==> src/rtl/axis_rr_arbiter.sv <==
// -----------------------------------------------------------------------------
// axis_rr_arbiter
//
// Round-robin, packet-locking arbiter that lets NUM_REQ AXI-Stream-style
// requesters share one FIFO write port. A grant is held until the granted
// requester sends its last beat or MAX_BURST beats have gone through. Priority
// then rotates to the requester after the one that was just served. Between two
// grants there is always one idle cycle.
//
// Ports
//   i_aclk     : clock, all logic on the rising edge
//   i_areset   : synchronous active-high reset; also gates o_m_valid/o_s_ready
//   i_s_data   : requester data, requester i at [i*DATA_WIDTH +: DATA_WIDTH]
//   i_s_valid  : per-requester valid
//   i_s_last   : per-requester end-of-packet marker
//   o_s_ready  : per-requester ready (only the granted one can be high)
//   o_m_data   : data to FIFO (combinational mux of the granted requester)
//   o_m_valid  : valid to FIFO
//   o_m_last   : last marker to FIFO
//   i_m_ready  : FIFO ready (not full)
//   o_grant    : registered one-hot grant, all zero when idle
//   o_busy     : registered, high while a grant is locked
// -----------------------------------------------------------------------------
module axis_rr_arbiter #(
  parameter int DATA_WIDTH = 32,
  parameter int NUM_REQ    = 4,
  parameter int MAX_BURST  = 16
) (
  input  logic                          i_aclk,
  input  logic                          i_areset,
  input  logic [NUM_REQ*DATA_WIDTH-1:0] i_s_data,
  input  logic [NUM_REQ-1:0]            i_s_valid,
  input  logic [NUM_REQ-1:0]            i_s_last,
  output logic [NUM_REQ-1:0]            o_s_ready,
  output logic [DATA_WIDTH-1:0]         o_m_data,
  output logic                          o_m_valid,
  output logic                          o_m_last,
  input  logic                          i_m_ready,
  output logic [NUM_REQ-1:0]            o_grant,
  output logic                          o_busy
);

  localparam int PW = $clog2(NUM_REQ);
  localparam int CW = $clog2(MAX_BURST);

  typedef enum logic {
    ST_IDLE = 1'b0,
    ST_LOCK = 1'b1
  } state_t;

  state_t               r_state;
  logic [NUM_REQ-1:0]   r_grant;
  logic [PW-1:0]        r_gidx;      // binary index of the granted requester
  logic [PW-1:0]        r_rr_ptr;    // last requester served
  logic [CW-1:0]        r_beat_cnt;
  logic                 r_busy;

  logic [DATA_WIDTH-1:0] w_s_data [NUM_REQ];
  logic                  w_sel_found;
  logic [PW-1:0]         w_sel_idx;
  logic [NUM_REQ-1:0]    w_sel_onehot;
  logic                  w_xfer;
  logic                  w_release;

  // Unpack the flat requester data bus into one word per requester.
  generate
    for (genvar gi = 0; gi < NUM_REQ; gi++) begin : g_unpack
      assign w_s_data[gi] = i_s_data[gi*DATA_WIDTH +: DATA_WIDTH];
    end
  endgenerate

  // Find the first valid requester strictly after r_rr_ptr, with wrap.
  // The loop walks offsets from largest to smallest so that the nearest
  // candidate is the last one written and therefore wins. The modulo is done
  // with an explicit subtract so non-power-of-two NUM_REQ wraps correctly.
  always_comb begin
    int cand;
    cand        = 0;
    w_sel_found = 1'b0;
    w_sel_idx   = '0;
    for (int k = NUM_REQ; k >= 1; k--) begin
      cand = int'(r_rr_ptr) + k;
      if (cand >= NUM_REQ) begin
        cand = cand - NUM_REQ;
      end
      if (i_s_valid[cand[PW-1:0]]) begin
        w_sel_found = 1'b1;
        w_sel_idx   = cand[PW-1:0];
      end
    end
  end

  assign w_sel_onehot = NUM_REQ'(1) << w_sel_idx;

  // Combinational data path: no pipeline register between requester and FIFO.
  // Reset gates the handshake so nothing moves in a reset cycle.
  assign o_m_data  = w_s_data[r_gidx];
  assign o_m_valid = r_busy & i_s_valid[r_gidx] & ~i_areset;
  assign o_m_last  = r_busy & i_s_last[r_gidx];
  assign o_s_ready = (r_busy && i_m_ready && !i_areset) ? r_grant : '0;

  assign w_xfer    = o_m_valid & i_m_ready;
  // A forced release at MAX_BURST leaves m_last untouched; the packet simply
  // continues under a later grant.
  assign w_release = i_s_last[r_gidx] || (r_beat_cnt == CW'(MAX_BURST - 1));

  always_ff @(posedge i_aclk) begin
    if (i_areset) begin
      r_state    <= ST_IDLE;
      r_grant    <= '0;
      r_gidx     <= '0;
      r_rr_ptr   <= PW'(NUM_REQ - 1);   // requester 0 gets first priority
      r_beat_cnt <= '0;
      r_busy     <= 1'b0;
    end else begin
      case (r_state)
        ST_IDLE: begin
          if (w_sel_found) begin
            r_state    <= ST_LOCK;
            r_grant    <= w_sel_onehot;
            r_gidx     <= w_sel_idx;
            r_beat_cnt <= '0;
            r_busy     <= 1'b1;
          end
        end
        ST_LOCK: begin
          // Without a transfer everything holds; an idle source never loses
          // its grant.
          if (w_xfer) begin
            if (w_release) begin
              r_state    <= ST_IDLE;
              r_rr_ptr   <= r_gidx;
              r_beat_cnt <= '0;
              r_grant    <= '0;
              r_busy     <= 1'b0;
            end else begin
              r_beat_cnt <= r_beat_cnt + 1'b1;
            end
          end
        end
        default: begin
          r_state <= ST_IDLE;
          r_grant <= '0;
          r_busy  <= 1'b0;
        end
      endcase
    end
  end

  assign o_grant = r_grant;
  assign o_busy  = r_busy;

endmodule
==> config.mk <==
export PLATFORM = sky130hd
export DESIGN_NAME = axis_rr_arbiter
export DESIGN_NICKNAME = d
export VERILOG_FILES = /design/src/rtl/axis_rr_arbiter.sv
export SDC_FILE = /design/constraint.sdc
export NUM_CORES = 1
export LEC_CHECK = 0
export ABC_AREA = 1
export BUFFER_PORTS_ARGS = -buffer_cell sky130_fd_sc_hd__buf_2
export CAP_MARGIN = 15
export CORE_ASPECT_RATIO = 1.1
export CORE_MARGIN = 10
export CORE_UTILIZATION = 40
export CTS_BUF_LIST = sky130_fd_sc_hd__clkbuf_8
export CTS_CLUSTER_SIZE = 28
export DETAILED_ROUTE_END_ITERATION = 10
export GPL_TIMING_DRIVEN = 0
export MAX_ROUTING_LAYER = met4
export PLACE_DENSITY = 0.95
export SYNTH_ARGS = -nofsm -noshare
export SYNTH_HDL_FRONTEND = slang
export SYNTH_SLANG_ARGS = --single-unit
==> constraint.sdc <==
create_clock -name i_aclk -period 2.75 [get_ports i_aclk]
set_input_delay 0.1375 -clock i_aclk [delete_from_list [all_inputs] [get_ports i_aclk]]
set_output_delay 0.1375 -clock i_aclk [all_outputs]
set_load 0.03 [all_outputs]
After elaboration in Yosys (flattened, before gate mapping)
Cells that the tools add are included.
{ "classes": {"n_addsub": 9, "n_reduce_logical": 8, "n_mux": 44, "shift": 1, "magnitude_cmp": 10, "bitwise_logic": 7, "n_eq_ne": 4} }
{ "ops": {"columns": ["operator", "n"], "rows": [
  ["binary-select mux 32 bit (select 2 bit)", 1],
  ["two-way mux 32 bit", 2],
  ["two-way mux 4 bit", 7],
  ["two-way mux 1 bit", 16],
  ["two-way mux 2 bit", 8],
  ["case mux 4 bit (2 select lines)", 2],
  ["less-than comparator 2 x 3 -> 1 bit, second input constant", 5],
  ["binary-select mux 1 bit (select 2 bit)", 6],
  ["greater-or-equal comparator 3 bit, second input constant", 4],
  ["subtractor 2 x 1 -> 2 bit, second input constant", 4],
  ["adder 2 x 2 -> 3 bit, second input constant", 2],
  ["AND reduction 3 bit", 2],
  ["adder 2 x 3 -> 4 bit, second input constant", 1],
  ["adder 4 x 1 -> 4 bit, second input constant", 1],
  ["AND 1 bit", 4],
  ["equality test 4 bit, second input constant", 1],
  ["greater-or-equal comparator 4 x 3 -> 1 bit, second input constant", 1],
  ["inequality test 2 x 1 -> 1 bit, second input constant", 2],
  ["case mux 1 bit (2 select lines)", 2],
  ["AND reduction 2 bit", 2],
  ["<< shifter 1 x 2 -> 4 bit, first input constant", 1],
  ["adder 2 x 1 -> 3 bit, second input constant", 1],
  ["inverter 2 -> 3 bit", 1],
  ["logical AND 1 bit", 2],
  ["4 further kinds", 5]
]} }
{ "totals": {"wordCells": 89, "out_inout_bits": 43, "reg_bits": 14} }

Depth between registers and ports, before layout
Gate-level depths: netlist of run 1.
{ "logic_depth": {"word_depth": 12, "depth_mapped": 14, "depth_no_buf": 13} }

Least setup slack after synthesis of run 1
OpenSTA, ideal clock, no wires.
{ "synth_timing": {"kind": "reg-to-output", "start": "register r_gidx[0]", "end": "output o_m_data[0]", "setup_slack_ns": 1.101, "t_arrival_ns": 1.511, "path_stages_with_launch": 7, "path_cell_list": "dfxtp_1 > buf_2 > inv_2 > buf_2 > clkbuf_1 > nor2_1 > o22ai_1"} }
{ "synth_via": {"elab_chain_len": 4} }
{ "synth_lines": {"columns": ["element", "line_no", "rtl"], "rows": [
  ["start, declared", "53", "logic [PW-1:0] r_gidx;"],
  ["start signal, assigned", "121", "r_gidx <= w_sel_idx;"],
  ["inverter 2 -> 3 bit (implied by the code)", "97", "assign o_m_data = w_s_data[r_gidx];"],
  ["binary-select mux 32 bit (select 2 bit)", "97", null],
  ["two-way mux 32 bit (implied by the code) (2 in series)", "97", null],
  ["end, declared", "35", "output logic [DATA_WIDTH-1:0] o_m_data,"]
]} }
Every way passes these cells. The select of a mux whose other input is x is not followed.

Worst setup path in the final report of run 1
{ "layout_timing": {"start": "register r_gidx[0]", "end": "output o_m_data[21]"} }
Same word-level chain as after synthesis.

==> results of run 1 <==
synthesized netlist by cell type, drive strengths merged:
cell type	count	share of area
nand3	24	0.080
buf	6	0.028
a21oi	11	0.032
inv	24	0.052
o211ai	3	0.012
o22ai	32	0.11
nor2	75	0.16
nand2	48	0.12
nand4	3	0.010
ha	1	0.0068
xnor2	1	0.0047
and2	2	0.0095
clkbuf	18	0.037
dfxtp	14	0.15
o21ai	69	0.19
nor3	2	0.0054
metrics by stage:
stage / instance area [µm²] / std cells / setup slack (ns) / power (mW)
final: 2865 / 573 / 0.6442 / 1.087
after global routing: 2865 / 573 / 0.5407 / 1.159
after CTS: 2860 / 571 / 0.6778 / 1.085
after detailed placement: 2819 / 568 / 0.9447 / 0.9193
after global placement: 2819 / 568 / 0.9478 / 0.9068
after floorplan: 1846 / 333 / 1.101 / 0.6571
placed cells by master, fill, tap and decap left out, types with 5 or more instances in the layout:
cell / synthesis / final
a21oi_1: 10 / 10
buf_2: 2 / 183
clkbuf_1: 18 / 18
dfxtp_1: 14 / 14
inv_1: 18 / 18
inv_2: 5 / 5
nand2_1: 36 / 36
nand2_2: 10 / 10
nand3_1: 20 / 20
nor2_1: 74 / 74
o21ai_0: 66 / 66
o22ai_1: 32 / 32
worst min-delay path by stage:
stage | startpoint | to | slack [ns] | cells after the start
floorplan | i_areset | r_beat_cnt[2] | 0.20 | 1
global placement | i_areset | r_beat_cnt[2] | 0.40 | 2
detailed placement | i_areset | r_beat_cnt[2] | 0.40 | 2
CTS | i_areset | r_beat_cnt[2] | 0.14 | 2
global route | i_areset | r_beat_cnt[2] | 0.16 | 2
finish | i_areset | r_beat_cnt[2] | 0.15 | 2
flip-flops by register name, indices dropped and copies added, names as in the netlist:
register,cells
r_beat_cnt,4
r_gidx,2
o_grant,4
r_state,1
r_rr_ptr,2
o_busy,1
power by group through the flow:
stage                     registers, mW  clock network, mW  logic, mW
final                             0.224              0.166      0.697
after CTS                         0.224              0.168      0.693
after global placement            0.228                  0      0.679
after floorplan                   0.236                  0      0.421
after detailed placement          0.228                  0      0.691
after global routing              0.226              0.176      0.756
area by class of cell:
type	count	area, µm²	area share
antenna	2	5.005	0.001747
buffer	24	118.9	0.04148
clock buffer	3	41.29	0.01441
inverter	24	95.09	0.03319
multi-input combinational	271	1351	0.4716
sequential	14	280.3	0.09782
tap	54	67.56	0.02358
timing repair buffer	181	905.9	0.3162
cells by family (layout without fill, tap and decap cells):
logic type                 count (synthesis)  in the layout  share of synthesized area
other                                      0              2                          0
xor gates and xnor gates                   1              1                   0.004747
DFF                                       14             14                     0.1519
buffers and inverters                     48            232                     0.1159
and+or+nand+nor                          154            154                     0.3810
adders and majority gates                  1              1                   0.006779
AOI/OAI and AO/OA                        115            115                     0.3397
layer usage:
| metal | part of all wire | routed length (µm) | vias up | global-route usage |
|---|---|---|---|---|
| met4 | 0.050 | 497 | 0 | 0.1319 |
| met1 | 0.37 | 3718 | 1393 | 0.2592 |
| li1 | - | - | 1514 | - |
| met2 | 0.49 | 4875 | 200 | 0.4225 |
| met3 | 0.091 | 908 | 39 | 0.06077 |
| met5 | 0 | 0 | - | - |
==> results.toml, run 1 <==
[floorplanning]
core_um2 = 4379
io_pins = 182
die-area_um2 = 7734
start_util = 0.4214
core.rowCount = 25
die_x_um = 84.77
die_y_um = 91.24

[setup_path]
crit_family = "buffers and inverters"
cp_cell_sequence = "buf_2 > inv_2 > buf_2 > clkbuf_1 > nor2_1 > o22ai_1 > buf_2"
cp.depth = 7
crit_fanout = 10
crit_required_ns = 2.61
worstReg2RegStart = "r_gidx[0]"
crit_buf_inv = 5
crit_top_cell = "buf_2"
regToRegEndpoint = "o_busy"
worstSetupStartpointType = "flip-flop"
ff2ff_setup_slack_ns = 1.17
rr_worst_depth = 9
cp_slowest_stage_delay_ns = 0.41
end_kind = "output port"
cp-endpoint = "o_m_data[21]"
startpoint = "r_gidx[0]"
worst-setup-path-type = "flip-flop to output port"
worstPathArrival_ns = 1.97
cp_slowest_cell = "clkbuf_1"

[pwr]
powerDensity_nw_per_um2 = 379.5
leakagePower_nw = 1.520
pwr-share-comb = 0.641
intPower_uw = 544.8
clockPowerShare = 0.152
swShare = 0.4989
power_switching_uw = 542.4
p_seq_frac = 0.206
ir_worst_vdd_mv = 0.1925

[sta]
setup_viol = 0
rsz0062_at_grt = "no"
worstMarginPinSlew_ns = 0.4839
hold_ws_ns = 0.1496
slew_headroom = 0.6774
hold_viol_final = 0
final.setup.tns_ns = 0
fin_crit_sh = 0.7658
drv_slew = 0
min_period_ns = 2.106
fmax_mhz = 474.9
fin_skew_ns = 0.0006702

[synthesis]
ys.warnings.count = 0
avgSynthCellArea_um2 = 5.542
synth.distinct_cells = 27
syn-instance-count = 333
synth_nets = 473
netlist_area_um2 = 1846
ys_seq_area_frac = 0.1519
ys_ff_latch = 14

[detailed_routing]
ant_nets = 0
via_per_inst = 5.490
first_pass_iters = 6
vias = 3146
wirelength_mm = 10.00
drt_iter0_drc = 214
remaining_drc_errors = 0
wl_per_cell_um = 17.45

[clocking]
htree_num_levels = 1
clock-root-buffer = "clkbuf_8"
cts_hold_buf = 0
cts_made_buffers = 3
cts.sinks = 14
clk_latency_ns = 0.25
cts_buffer_depth = 2
cts_tree = "built"
clkTransAtPathRegs_ns = 0.05
postCtsSetupBuffers = 0
cts_resized = 0

[global_route]
grt_max_degree = 11
grt_pass1_wl_mm = 15.71
grt_usage = 0.2489
grt_pass1_vias = 3232
grt.overflow.total = 0
antenna_found_initial = 2

[final_layout]
fill_cells = 422
nets = 659
drive_gt1_frac = 0.4178
area_delta_synth_final_pct = 55.25
fin_util = 0.6543

[job]
cap_violations = 0

[run_status]
status = "finished, final reports clean"

[placed_design]
gp_congestion = 1.028
io_buffers = 181
dp_hpwl_mm = 8.461

[worst_hold_path]
hold_class = "primary input to flip-flop"
Note: power is estimated with default switching activity, not from simulation.
==> run 2, diff against run 1 <==
--- a/config.mk
+++ b/config.mk
@@ -10,13 +10,13 @@
 export CAP_MARGIN = 15
 export CORE_ASPECT_RATIO = 1.1
 export CORE_MARGIN = 10
-export CORE_UTILIZATION = 40
+export CORE_UTILIZATION = 38
 export CTS_BUF_LIST = sky130_fd_sc_hd__clkbuf_8
 export CTS_CLUSTER_SIZE = 28
 export DETAILED_ROUTE_END_ITERATION = 10
 export GPL_TIMING_DRIVEN = 0
 export MAX_ROUTING_LAYER = met4
-export PLACE_DENSITY = 0.95
+export PLACE_DENSITY = 0.91
 export SYNTH_ARGS = -nofsm -noshare
 export SYNTH_HDL_FRONTEND = slang
 export SYNTH_SLANG_ARGS = --single-unit
==> constraint.sdc (replaced) <==
create_clock -name i_aclk -period 2 [get_ports i_aclk]
set_input_delay 0.1 -clock i_aclk [delete_from_list [all_inputs] [get_ports i_aclk]]
set_output_delay 0.1 -clock i_aclk [all_outputs]
set_load 0.03 [all_outputs]
==> run 2 against run 1 <==
Against the previous run: routed wire length fell by 3.2%; worst setup slack lost 0.56 ns; final area grew 0.61%; power up 42%; flip-flop and latch count stayed put; global-route usage down 1.8 points; via count is 1.8% lower; sequential power grew 38%; critical path depth did not move.
==> results.toml, run 2 (synthesis results as in run 1) <==
[run_status]
status = "finished, final reports clean"

[detailed_routing]
remaining_drc_errors = 0
first_pass_iters = 5
met2_length_mm = 4.820
wirelength_mm = 9.677
wl_met1_mm = 3.752
route.met3.wl_um = 689
ant_nets = 0
via_per_inst = 5.391
drt_iter0_drc = 171
wl_per_cell_um = 16.89
maxUsedRoutingLayer = "met4"
vias = 3089

[worst_hold_path]
holdPathStages = 2
worstHoldStart = "i_areset"
min_to = "r_beat_cnt[2]"
hold_class = "primary input to flip-flop"

[setup_path]
crit_required_ns = 1.90
ff2ff_setup_slack_ns = 0.38
worstPathArrival_ns = 1.81
crit_fanout = 10
worstSetupStartpointType = "flip-flop"
regToRegEndpoint = "o_busy"
worst-setup-path-type = "flip-flop to output port"
worstReg2RegStart = "r_gidx[0]"
rr_worst_depth = 9
end_kind = "output port"

[global_route]
grt.overflow.total = 0
antenna_found_initial = 0
grt_pass1_vias = 3208
grt_usage = 0.2312
grt_pass1_wl_mm = 15.14
grt_max_degree = 20

[placed_design]
dp_hpwl_mm = 8.381
post-place-cells = 570
placed_area_um2 = 2821
io_buffers = 181
place_ws_ns = 0.1975
gp_congestion = 0.9509

[final_layout]
fin_util = 0.6154
drive_gt1_frac = 0.4352
fin_cells = 573
antennaDiodeCount = 0
fin_area_um2 = 2883
area_delta_synth_final_pct = 56.20
final_common_cell = "buf_2"
nets = 658
final_cell_mix = "183 x buf_2, 74 x nor2_1, 66 x o21ai_0"
fill_cells = 487

[clocking]
cts_buffer_depth = 2
cts_made_buffers = 3
cts_resized = 3
postCtsSetupBuffers = 0
cts_hold_buf = 0
clock-root-buffer = "clkbuf_8"
cts.sinks = 14
cts_tree = "built"
clkTransAtPathRegs_ns = 0.06
htree_num_levels = 1
clk_latency_ns = 0.24

[sta]
setup_ws_ns = 0.08872
fin_crit_sh = 0.9556
fin_skew_ns = 0.005362
drv_slew = 0
setup_viol = 0
slew_headroom = 0.7334
hold_viol_final = 0
worstMarginPinSlew_ns = 0.3999
final.setup.tns_ns = 0
fmax_mhz = 523.2
min_period_ns = 1.911

[pwr]
p_seq_frac = 0.200
power_switching_uw = 746.0
powerDensity_nw_per_um2 = 533.9
intPower_uw = 793.2
leakagePower_nw = 1.549
pwr-share-comb = 0.621
ir_worst_vdd_mv = 0.3246
clockPowerShare = 0.179
swShare = 0.4847

[floorplanning]
core_um2 = 4684
io_pins = 182
core.rowCount = 26
die-area_um2 = 8047
die_y_um = 93.09
die_x_um = 86.45
start_util = 0.3940

[job]
cap_violations = 0
## run 2: cell types whose count changed in the layout (fill, tap and decap cells not counted)
cell,delta
clkbuf_2,+8
diode_2,-2
clkbuf_8,+1
clkbuf_1,-9
## run 2: per-layer routing
metal,track usage,vias up
met5,-,-
met4,0.09324,0
met3,0.04774,38
met2,0.3984,173
met1,0.2523,1371
li1,-,1507
## run 2: worst max-delay path by stage
stage                    from      endpoint  slack, ns  depth (start not counted)
floorplan           r_gidx[0]   o_m_data[0]       0.39                          6
global placement    r_gidx[0]  o_m_data[19]       0.21                          7
detailed placement  r_gidx[0]  o_m_data[19]       0.20                          7
CTS                 r_gidx[0]   o_m_data[8]       0.01                          7
global route        r_gidx[0]   o_m_data[0]     -0.001                          7
finish              r_gidx[0]  o_m_data[19]       0.09                          7
## run 2: power groups by stage
stage	clock network (mW)	registers, mW	logic, mW
after floorplan	0	0.325	0.579
after global placement	0	0.314	0.931
after detailed placement	0	0.314	0.948
after CTS	0.275	0.308	0.951
after global routing	0.286	0.311	1.04
final	0.275	0.308	0.956
## run 2: worst max-delay path: stages, from the launching register on
cell	delay, ns
dfxtp_1	0.29
buf_2	0.18
inv_2	0.09
buf_2	0.20
clkbuf_2	0.26
nor2_1	0.06
o22ai_1	0.22
buf_2	0.24
## run 2: metrics by stage
stage	hold slack, ns	total power [mW]
final	0.1069	1.539
after global placement	0.3628	1.245
after CTS	0.1031	1.535
after global routing	0.1157	1.638
after floorplan	0.1624	0.9035
after detailed placement	0.3566	1.263
## run 2: cell type report
type,instances,area [µm²],area share
buffer,23,125.1,0.04340
clock buffer,4,55.05,0.01910
inverter,24,95.09,0.03299
multi-input combinational,271,1351,0.4688
sequential,14,280.3,0.09722
tap,56,70.07,0.02431
timing repair buffer,181,905.9,0.3142
==> run 3, diff against run 2 <==
--- a/config.mk
+++ b/config.mk
@@ -8,15 +8,18 @@
 export ABC_AREA = 1
 export BUFFER_PORTS_ARGS = -buffer_cell sky130_fd_sc_hd__buf_2
 export CAP_MARGIN = 15
+export CELL_PAD_IN_SITES_DETAIL_PLACEMENT = 1
+export CELL_PAD_IN_SITES_GLOBAL_PLACEMENT = 1
 export CORE_ASPECT_RATIO = 1.1
 export CORE_MARGIN = 10
-export CORE_UTILIZATION = 38
+export CORE_UTILIZATION = 22
 export CTS_BUF_LIST = sky130_fd_sc_hd__clkbuf_8
 export CTS_CLUSTER_SIZE = 28
 export DETAILED_ROUTE_END_ITERATION = 10
 export GPL_TIMING_DRIVEN = 0
 export MAX_ROUTING_LAYER = met4
-export PLACE_DENSITY = 0.91
+export PLACE_DENSITY = 0.9
+export RECOVER_POWER = 50
 export SYNTH_ARGS = -nofsm -noshare
 export SYNTH_HDL_FRONTEND = slang
 export SYNTH_SLANG_ARGS = --single-unit
==> run 3 against run 2 <==
Against the previous run: via count up 0.55%; worst hold slack better by 0.022 ns; maximum frequency grew 3.3%; combinational power grew 0.6%; clock skew about the same; worst setup slack better by 0.060 ns; first-iteration DRC count down 56%; critical path depth is 1 lower; register-to-register slack worse by 0.22 ns; clock-buffer cell count fell by 1.
==> results.toml, run 3 (synthesis results as in run 1) <==
[global_route]
grt.overflow.total = 0
antenna_found_initial = 1
grt_pass1_wl_mm = 16.87
grt_pass1_vias = 3458
grt_max_degree = 20
grt_usage = 0.1721

[clocking]
cts_tree = "built"
cts_hold_buf = 0
cts_buffer_depth = 2
htree_num_levels = 1
postCtsSetupBuffers = 0
clock-root-buffer = "clkbuf_8"
clkTransAtPathRegs_ns = 0.05
cts.sinks = 14
cts_made_buffers = 3
clk_latency_ns = 0.24

[sta]
hold_ws_ns = 0.1284
setup_ws_ns = 0.1491
min_period_ns = 1.851
fin_crit_sh = 0.9254
drv_slew = 0
worstMarginPinSlew_ns = 0.4998
final.setup.tns_ns = 0
setup_viol = 0
rsz0062_at_grt = "no"
fmax_mhz = 540.3
hold_viol_final = 0
slew_headroom = 0.6668
fin_skew_ns = 0.005145

[detailed_routing]
vias = 3106
via_per_inst = 4.970
ant_nets = 0
wirelength_mm = 11.04
drt_iter0_drc = 75
first_pass_iters = 4
remaining_drc_errors = 0
wl_per_cell_um = 17.66

[final_layout]
area.sequential_um2 = 280.3
multi_input_area_um2 = 1333
fin_util = 0.3601
fin_cells = 625
nets = 658
final_common_cell = "buf_2"
final_cell_mix = "173 x buf_2, 74 x nor2_1, 67 x o21ai_0"
fin_area_um2 = 2895
fill_cells = 1147
drive_gt1_frac = 0.4128
area_delta_synth_final_pct = 56.88

[floorplanning]
core_um2 = 8040
die-area_um2 = 12460
die_y_um = 116.1
core.rowCount = 34
start_util = 0.2295
io_pins = 182
die_x_um = 107.3

[placed_design]
dp_hpwl_mm = 9.557
placed_area_um2 = 2887
post-place-cells = 622
place_ws_ns = 0.1562
gp_congestion = 0.8629
io_buffers = 181

[run_status]
status = "finished, final reports clean"

[pwr]
ir_worst_vdd_mv = 0.2346
leakagePower_nw = 1.508
p_seq_frac = 0.207
pwr-share-comb = 0.644
intPower_uw = 747.8
swShare = 0.4999
clockPowerShare = 0.150
powerDensity_nw_per_um2 = 516.4
power_switching_uw = 747.4
p_total_mw = 1.495

[setup_path]
end_kind = "output port"
worstSetupStartpointType = "flip-flop"
worstPathArrival_ns = 1.75
crit_fanout = 19
crit_required_ns = 1.90
worst-setup-path-type = "flip-flop to output port"

[worst_hold_path]
hold_class = "primary input to flip-flop"

[job]
cap_violations = 0
[run 3: power groups by stage]
| stage | combinational (mW) | clock (mW) | sequential [mW] |
|---|---|---|---|
| CTS | 0.970 | 0.235 | 0.309 |
| global placement | 0.938 | 0 | 0.314 |
| floorplan | 0.579 | 0 | 0.325 |
| finish | 0.962 | 0.224 | 0.309 |
| global route | 1.04 | 0.247 | 0.311 |
| detailed placement | 0.965 | 0 | 0.315 |
[run 3: timing repair]
action / 4_1_cts / 5_1_grt
setup endpoints to repair: 25 / 30
resized for setup: 4 / 13
gates cloned: 0 / 0
[run 3: area by class of cell]
| type | instances | share of cell area |
|---|---|---|
| Buffer | 23 | 0.03889 |
| Timing Repair Buffer | 181 | 0.3094 |
| Sequential cell | 14 | 0.09680 |
| Antenna cell | 1 | 0.0008643 |
| Multi-Input combinational cell | 271 | 0.4602 |
| Tap cell | 108 | 0.04667 |
| Inverter | 24 | 0.03284 |
| Clock buffer | 3 | 0.01426 |
[run 3: final timing paths]
check / slack (ns) / from / cells past startpoint / to
worst max-delay path: 0.15 / r_gidx[0] / 6 / o_m_valid
worst min-delay path: 0.13 / i_areset / 2 / o_grant[2]
worst max register to register: 0.16 / r_gidx[0] / 9 / o_busy
worst min register to register: 0.50 / o_grant[1] / 2 / o_grant[1]
[run 3: routing by layer]
metal	share of wire	GRT usage	vias up	wire, µm
met2	0.52	0.3203	133	5788
met5	0	-	-	0
li1	-	-	1508	-
met4	0.030	0.06233	0	335
met3	0.058	0.03387	23	635
met1	0.39	0.1742	1442	4280
[run 3: critical path, cell delays in order (launching register included)]
cell and delay (ns):
dfxtp_1 0.29, buf_2 0.18, buf_6 0.18, o21ai_0 0.40
nand3_1 0.15, nor2_1 0.11, buf_2 0.20
